### src/rtl/data_mem_responder.sv
// data_mem_responder
//
// Word-addressed data memory that answers a core's load/store requests after
// a fixed number of wait states. The request is captured in IDLE. The block
// then counts down WAIT_CYCLES in WAIT. It performs the access on the edge
// that enters RESP, and pulses MemAck for the single RESP cycle.
//
// Parameters:
//   DEPTH        number of 32-bit words (power of two, 2..4096)
//   WAIT_CYCLES  wait states before each access (0..15)
//
// Ports:
//   clk        single clock, rising edge
//   reset      asynchronous, active-low reset
//   MemReq     request valid, held by the core until MemAck
//   MemWrite   1 = store, 0 = load (sampled with MemReq)
//   Addr       word address
//   WriteData  store data
//   ReadData   registered load data, held on stores and while idle
//   MemAck     one-cycle completion pulse
//   Busy       high whenever the FSM is not in IDLE
//   AddrErr    out-of-range flag, meaningful only while MemAck=1
//
// Optional feature (macro DMEM_RANGE_CHECK_EN):
//   When defined, any access with Addr >= DEPTH is flagged with AddrErr.
//   Its store is dropped, and its load returns 0. When undefined, the
//   address wraps modulo DEPTH and AddrErr is tied to 0.

module data_mem_responder #(
  parameter int DEPTH       = 64,
  parameter int WAIT_CYCLES = 2
) (
  input  logic        clk,
  input  logic        reset,
  input  logic        MemReq,
  input  logic        MemWrite,
  input  logic [31:0] Addr,
  input  logic [31:0] WriteData,
  output logic [31:0] ReadData,
  output logic        MemAck,
  output logic        Busy,
  output logic        AddrErr
);

  localparam int   AW        = $clog2(DEPTH);
  localparam logic ZERO_WAIT = (WAIT_CYCLES == 0);

  typedef enum logic [1:0] {
    IDLE = 2'd0,
    WAIT = 2'd1,
    RESP = 2'd2
  } state_t;

  state_t      state;
  logic [3:0]  cnt;
  logic [31:0] addr_q;
  logic [31:0] wdata_q;
  logic        write_q;
  logic        addr_err_q;

  logic [31:0] mem [DEPTH];

  logic          access_en;
  logic [31:0]   acc_addr;
  logic [31:0]   acc_wdata;
  logic          acc_write;
  logic [AW-1:0] acc_idx;
  logic          in_range;

  // Decides whether the coming edge enters RESP, and hence performs the
  // access. With zero wait states, the capture edge itself enters RESP. The
  // live inputs are then the values being captured, so they are used
  // directly. In every other case, only the captured copies are used.
  always_comb begin
    access_en = 1'b0;
    acc_addr  = addr_q;
    acc_wdata = wdata_q;
    acc_write = write_q;
    case (state)
      IDLE: begin
        if (MemReq && ZERO_WAIT) begin
          access_en = 1'b1;
          acc_addr  = Addr;
          acc_wdata = WriteData;
          acc_write = MemWrite;
        end
      end
      WAIT:    access_en = (cnt == 4'd1);
      default: access_en = 1'b0;
    endcase
  end

  assign acc_idx = acc_addr[AW-1:0];

`ifdef DMEM_RANGE_CHECK_EN
  assign in_range = (acc_addr < 32'(DEPTH));
  assign AddrErr  = addr_err_q;
`else
  // The address wraps modulo DEPTH, so the upper address bits are
  // intentionally ignored.
  logic unused_bits;
  assign in_range    = 1'b1;
  assign AddrErr     = 1'b0;
  assign unused_bits = ^{acc_addr[31:AW], addr_err_q};
`endif

  // The memory array is not reset. The write is gated by reset, so an edge
  // seen while reset is asserted can never commit a store.
  always_ff @(posedge clk) begin
    if (reset && access_en && acc_write && in_range) begin
      mem[acc_idx] <= acc_wdata;
    end
  end

  // Control FSM with registered outputs. MemAck and AddrErr are raised on
  // the edge that enters RESP and cleared on every other edge. As a result,
  // they are high for exactly the RESP cycle.
  always_ff @(posedge clk or negedge reset) begin
    if (!reset) begin
      state      <= IDLE;
      cnt        <= 4'd0;
      addr_q     <= '0;
      wdata_q    <= '0;
      write_q    <= 1'b0;
      ReadData   <= '0;
      MemAck     <= 1'b0;
      addr_err_q <= 1'b0;
    end else begin
      MemAck     <= 1'b0;
      addr_err_q <= 1'b0;
      case (state)
        IDLE: begin
          if (MemReq) begin
            addr_q  <= Addr;
            wdata_q <= WriteData;
            write_q <= MemWrite;
            cnt     <= 4'(WAIT_CYCLES);
            state   <= ZERO_WAIT ? RESP : WAIT;
          end
        end
        WAIT: begin
          // cnt is always >= 1 here, so the decrement never wraps.
          cnt <= cnt - 4'd1;
          if (cnt == 4'd1) begin
            state <= RESP;
          end
        end
        RESP:    state <= IDLE;
        default: state <= IDLE;
      endcase

      if (access_en) begin
        MemAck     <= 1'b1;
        addr_err_q <= !in_range;
        if (!acc_write) begin
          ReadData <= in_range ? mem[acc_idx] : 32'd0;
        end
      end
    end
  end

  assign Busy = (state != IDLE);

endmodule

### config.mk
export PLATFORM = sky130hd
export DESIGN_NAME = data_mem_responder
export DESIGN_NICKNAME = d
export VERILOG_FILES = /design/src/rtl/data_mem_responder.sv
export SDC_FILE = /design/constraint.sdc
export NUM_CORES = 2
export LEC_CHECK = 0
export BUFFER_PORTS_ARGS = -buffer_cell sky130_fd_sc_hd__buf_2
export CAP_MARGIN = 0
export CORE_MARGIN = 10
export CORE_UTILIZATION = 55
export CTS_CLUSTER_DIAMETER = 200
export CTS_CLUSTER_SIZE = 30
export DETAILED_ROUTE_END_ITERATION = 6
export PLACE_DENSITY = 0.67
export SYNTH_ARGS = -nofsm -noshare
export SYNTH_HDL_FRONTEND = slang
export SYNTH_SLANG_ARGS = --single-unit
export TNS_END_PERCENT = 50
### constraint.sdc
create_clock -name clk -period 3.8 [get_ports clk]
set_input_delay 0.76 -clock clk [delete_from_list [all_inputs] [get_ports clk]]
set_output_delay 0.76 -clock clk [all_outputs]
set_load 0.01 [all_outputs]
==> flow_summary.rst <==
.. list-table::
   :header-rows: 1

   * - Metric
     - Value
   * - Run status
     - finished, violations left
   * - Failing checks
     - design-rule violations
   * - Antenna-violating nets left
     - 0
   * - Antenna violations before repair
     - 10
   * - Fillcell total
     - 10,600
   * - Synth-to-layout area growth
     - 9.37%
   * - Leading post-synthesis cells by cell area
     - sky130_fd_sc_hd__edfxtp_1, sky130_fd_sc_hd__mux4_2, sky130_fd_sc_hd__dfrtp_1, sky130_fd_sc_hd__mux2_2, sky130_fd_sc_hd__a221oi_1
   * - Tcrit/Tclk final
     - 0.893
   * - Minimum period implied by the final worst setup slack
     - 3.39 ns
   * - Internal Dissipation
     - 41,000 uW
   * - Post-Synthesis Net Count
     - 4,354
   * - Commonest cells in the netlist
     - sky130_fd_sc_hd__edfxtp_1, sky130_fd_sc_hd__nand2_1, sky130_fd_sc_hd__a221oi_1
   * - Horizontal die dimension
     - 405 um
   * - Worst supply voltage drop on vdd
     - 991 uV
   * - Count of synthesis-stage warnings from yosys
     - 0
   * - Grt ovf
     - 0
   * - Total power
     - 64,300 uW
   * - Clock Latency Late Sink
     - 0.76 ns
   * - Area taken by flip-flops and latches
     - 63,500 um2
   * - Fin Setup TNS
     - 0 ns
   * - Count of state elements after synthesis
     - 2,126
   * - Startpoint-to-endpoint class of the critical path
     - reg -> reg
   * - Unrepaired setup endpoints after global routing
     - no
   * - Buffer depth of the longest clock path
     - 3
   * - I/O pin cnt
     - 103
   * - Slew margin rel.
     - 0.138
   * - Part of the Yosys area used for sequential elements
     - 0.779
   * - Via count of the first global-routing pass
     - 43,200
   * - Pin count of the biggest net entering global routing
     - 66
   * - Finished layout cell area
     - 89,100 um2
   * - Cell with the most instances after synthesis
     - sky130_fd_sc_hd__edfxtp_1
   * - Post-route core utilization
     - 0.604
   * - Setup violation total in the final timing report
     - 0
   * - Clock skew after layout
     - 0.0296 ns
   * - Final RePlAce weighted congestion
     - 0.887
   * - Floorplan Core Area
     - 147,000 um2
   * - Arrival @ worst endpoint
     - 4.00 ns
   * - Clock Sink Count
     - 2,126
   * - TritonRoute pass-1 iters
     - 7
   * - Routed wire length per instance
     - 36.1 um
   * - Switching share of power
     - 0.362
   * - Total Die Area
     - 164,000 um2
   * - Initial standard-cell utilization of the core
     - 0.552
   * - Worst Setup Start Kind
     - flip-flop
   * - Relative contribution of sequential cells to total power
     - 0.496
   * - Aggregate routed wire length
     - 235 mm
   * - Count of H-tree levels built during CTS
     - 3
   * - Total count of hold-check failures in the final report
     - 0
   * - Clock transition at path regs
     - 0.12 ns
   * - First-pass GRT wire length
     - 332 mm
   * - Post-synthesis cell area
     - 81,500 um2
   * - Number of cells produced by synthesis
     - 4,284
   * - Class of the most critical hold timing path
     - in -> async
   * - Nets
     - 4,575
   * - Initial DRC count
     - 6,780
   * - Clock share of power
     - 0.173
   * - Number of buffers inserted during clock tree synthesis
     - 80
   * - Max Clock Freq
     - 295 MHz
   * - Syn_area_per_cell
     - 19.0 um2
   * - Worst-margin pin slew
     - 1.29 ns
   * - Fraction of final layout cells with drive strength greater than 1
     - 0.225
   * - Post-route DRC
     - 5
   * - CP Data Required Time
     - 4.40 ns
   * - Count of flip-flops with a built-in enable after synthesis
     - 2,048
   * - GR Util All Layers
     - 0.284
   * - Hold buffers post-CTS
     - 0
   * - Die Y-Extent
     - 405 um
   * - Ys async rst share
     - 0.0367
   * - Post-DP Area
     - 86,700 um2
   * - Share of total power in combinational logic
     - 0.331
   * - P_leak
     - 0.0281 uW
   * - Buffer type at the clock tree root
     - sky130_fd_sc_hd__clkbuf_16
   * - Half-perimeter wire length after placement
     - 147 mm
   * - PwrDens
     - 722 nW/um2
   * - Post-DR vias/cell
     - 6.89
   * - Number of placement rows
     - 141
   * - Most instantiated flip-flop cell in the synthesis netlist
     - sky130_fd_sc_hd__edfxtp_1
   * - Combined area of the multi-input logic cells
     - 17,000 um2
   * - Final hold slack
     - 0.178 ns
   * - Max-slew violation total from the final report
     - 0
   * - Max-cap check violation count
     - 0
   * - Kind of end point of the critical path
     - flip-flop
   * - Post-CTS setup buffers
     - 0
   * - Number of unique standard cell types used by synthesis
     - 70
   * - Port-buffer cells
     - 75
   * - Routed vias
     - 44,800
   * - Critical Path Fanout Max
     - 43
   * - TritonCTS clock tree
     - done
   * - Switching Power
     - 23,300 uW
   * - Area share of the largest cell type after synthesis
     - 0.755
   * - Post-CTS sizing
     - 0
   * - Library cell with the largest summed area after synthesis
     - sky130_fd_sc_hd__edfxtp_1
kinds of logic after synthesis:
| kind of cell | Yosys count | synth area share |
|---|---|---|
| AOI/OAI and AO/OA | 844 | 0.0761 |
| adders and majority gates | 2 | 0.000307 |
| DFF | 2126 | 0.779 |
| muxes | 531 | 0.0997 |
| other | 1 | 0.0000460 |
| buffers and inverters | 297 | 0.0198 |
| and+or+nand+nor | 483 | 0.0253 |
registers in the layout, summed over array words and instances (netlist names):
name,count
MemAck,1
ReadData,32
acc_addr,6
acc_wdata,32
acc_write,1
cnt,4
mem,2048
state,2
power by group through the flow:
stage	sequential (uW)	combinational (uW)	clock (uW)
6_report	31900	21300	11100
5_1_grt	32100	22100	11900
4_1_cts	31900	20800	11100
3_5_place_dp	32400	20800	0
3_3_place_gp	32300	20600	0
2_1_floorplan	31500	11300	0
final cells by class:
cell class              count  area share
repair buffers            430      0.0426
well taps                1930      0.0271
clock inverters             4    0.000632
inverters                   6    0.000337
multi-input cells        1861       0.191
clock buffers             144      0.0259
diodes                      2   0.0000562
flip-flops and latches   2126       0.713
cells in the final DEF (no fill, tap or decap), types with 6 or more instances in the layout:
cell type	netlist	final
sky130_fd_sc_hd__edfxtp_1	2048	2048
sky130_fd_sc_hd__buf_4	44	296
sky130_fd_sc_hd__nand2_1	219	219
sky130_fd_sc_hd__a221oi_1	206	206
sky130_fd_sc_hd__mux4_2	205	205
sky130_fd_sc_hd__mux2_2	167	167
sky130_fd_sc_hd__mux2i_1	153	153
sky130_fd_sc_hd__a22oi_1	152	152
sky130_fd_sc_hd__a21oi_1	104	104
sky130_fd_sc_hd__nor2_1	170	102
sky130_fd_sc_hd__o21ai_0	102	102
sky130_fd_sc_hd__o22ai_1	85	85
sky130_fd_sc_hd__clkbuf_16	0	83
sky130_fd_sc_hd__buf_2	103	74
sky130_fd_sc_hd__nor2_4	0	68
sky130_fd_sc_hd__clkbuf_1	106	61
sky130_fd_sc_hd__buf_12	0	60
sky130_fd_sc_hd__dfrtp_1	78	43
sky130_fd_sc_hd__a31oi_1	33	33
sky130_fd_sc_hd__dfrtp_2	0	32
sky130_fd_sc_hd__a22o_1	24	24
sky130_fd_sc_hd__a221o_1	23	23
sky130_fd_sc_hd__nand3_1	21	20
sky130_fd_sc_hd__o32a_1	14	14
sky130_fd_sc_hd__o22a_1	13	13
sky130_fd_sc_hd__a222oi_1	12	12
sky130_fd_sc_hd__and3_1	11	11
sky130_fd_sc_hd__nand4_1	11	11
sky130_fd_sc_hd__o2bb2ai_1	11	11
sky130_fd_sc_hd__a211oi_1	11	11
sky130_fd_sc_hd__o211ai_1	10	10
sky130_fd_sc_hd__nand2b_1	6	6
critical path, stage by stage, from the launching register on:
cell and delay (ns):
sky130_fd_sc_hd__dfrtp_4 0.74, sky130_fd_sc_hd__buf_12 0.36, sky130_fd_sc_hd__inv_4 0.17, sky130_fd_sc_hd__buf_12 0.22, sky130_fd_sc_hd__and3_1 0.21, sky130_fd_sc_hd__a311oi_1 0.54, sky130_fd_sc_hd__nand4_1 0.22, sky130_fd_sc_hd__a311oi_1 0.32
sky130_fd_sc_hd__buf_4 0.20, sky130_fd_sc_hd__a41oi_1 0.12
per-layer routing:
layer	vias to the layer above	routed length, um	global-route usage	share of wire
li1	18000	-	-	-
met1	23400	88500	0.403	0.38
met2	2956	109000	0.438	0.46
met3	409	29900	0.0702	0.13
met4	4	7460	0.0840	0.032
met5	-	26	0	0.00011
path summary, 6_finish.rpt:
kind | end | slack [ns] | from | cells past startpoint
max in group asynchronous | acc_addr[0] | 2.14 | reset | 3
hold / removal | ReadData[30] | 0.18 | reset | 2
setup reg to reg | ReadData[1] | 0.41 | acc_addr[2] | 9
hold reg to reg | cnt[3] | 0.50 | cnt[3] | 1
min in group clk | acc_wdata[26] | 0.18 | WriteData[26] | 3
setup / recovery | ReadData[1] | 0.41 | acc_addr[2] | 9
through the flow:
stage,instances,setup WS (ns)
detailed placement,6353,0.517
CTS,6501,0.512
finish,6503,0.408
global route,6501,0.353
floorplan,4284,0.302
global placement,6353,0.581
No activity file was read; power rests on OpenSTA's default activity.
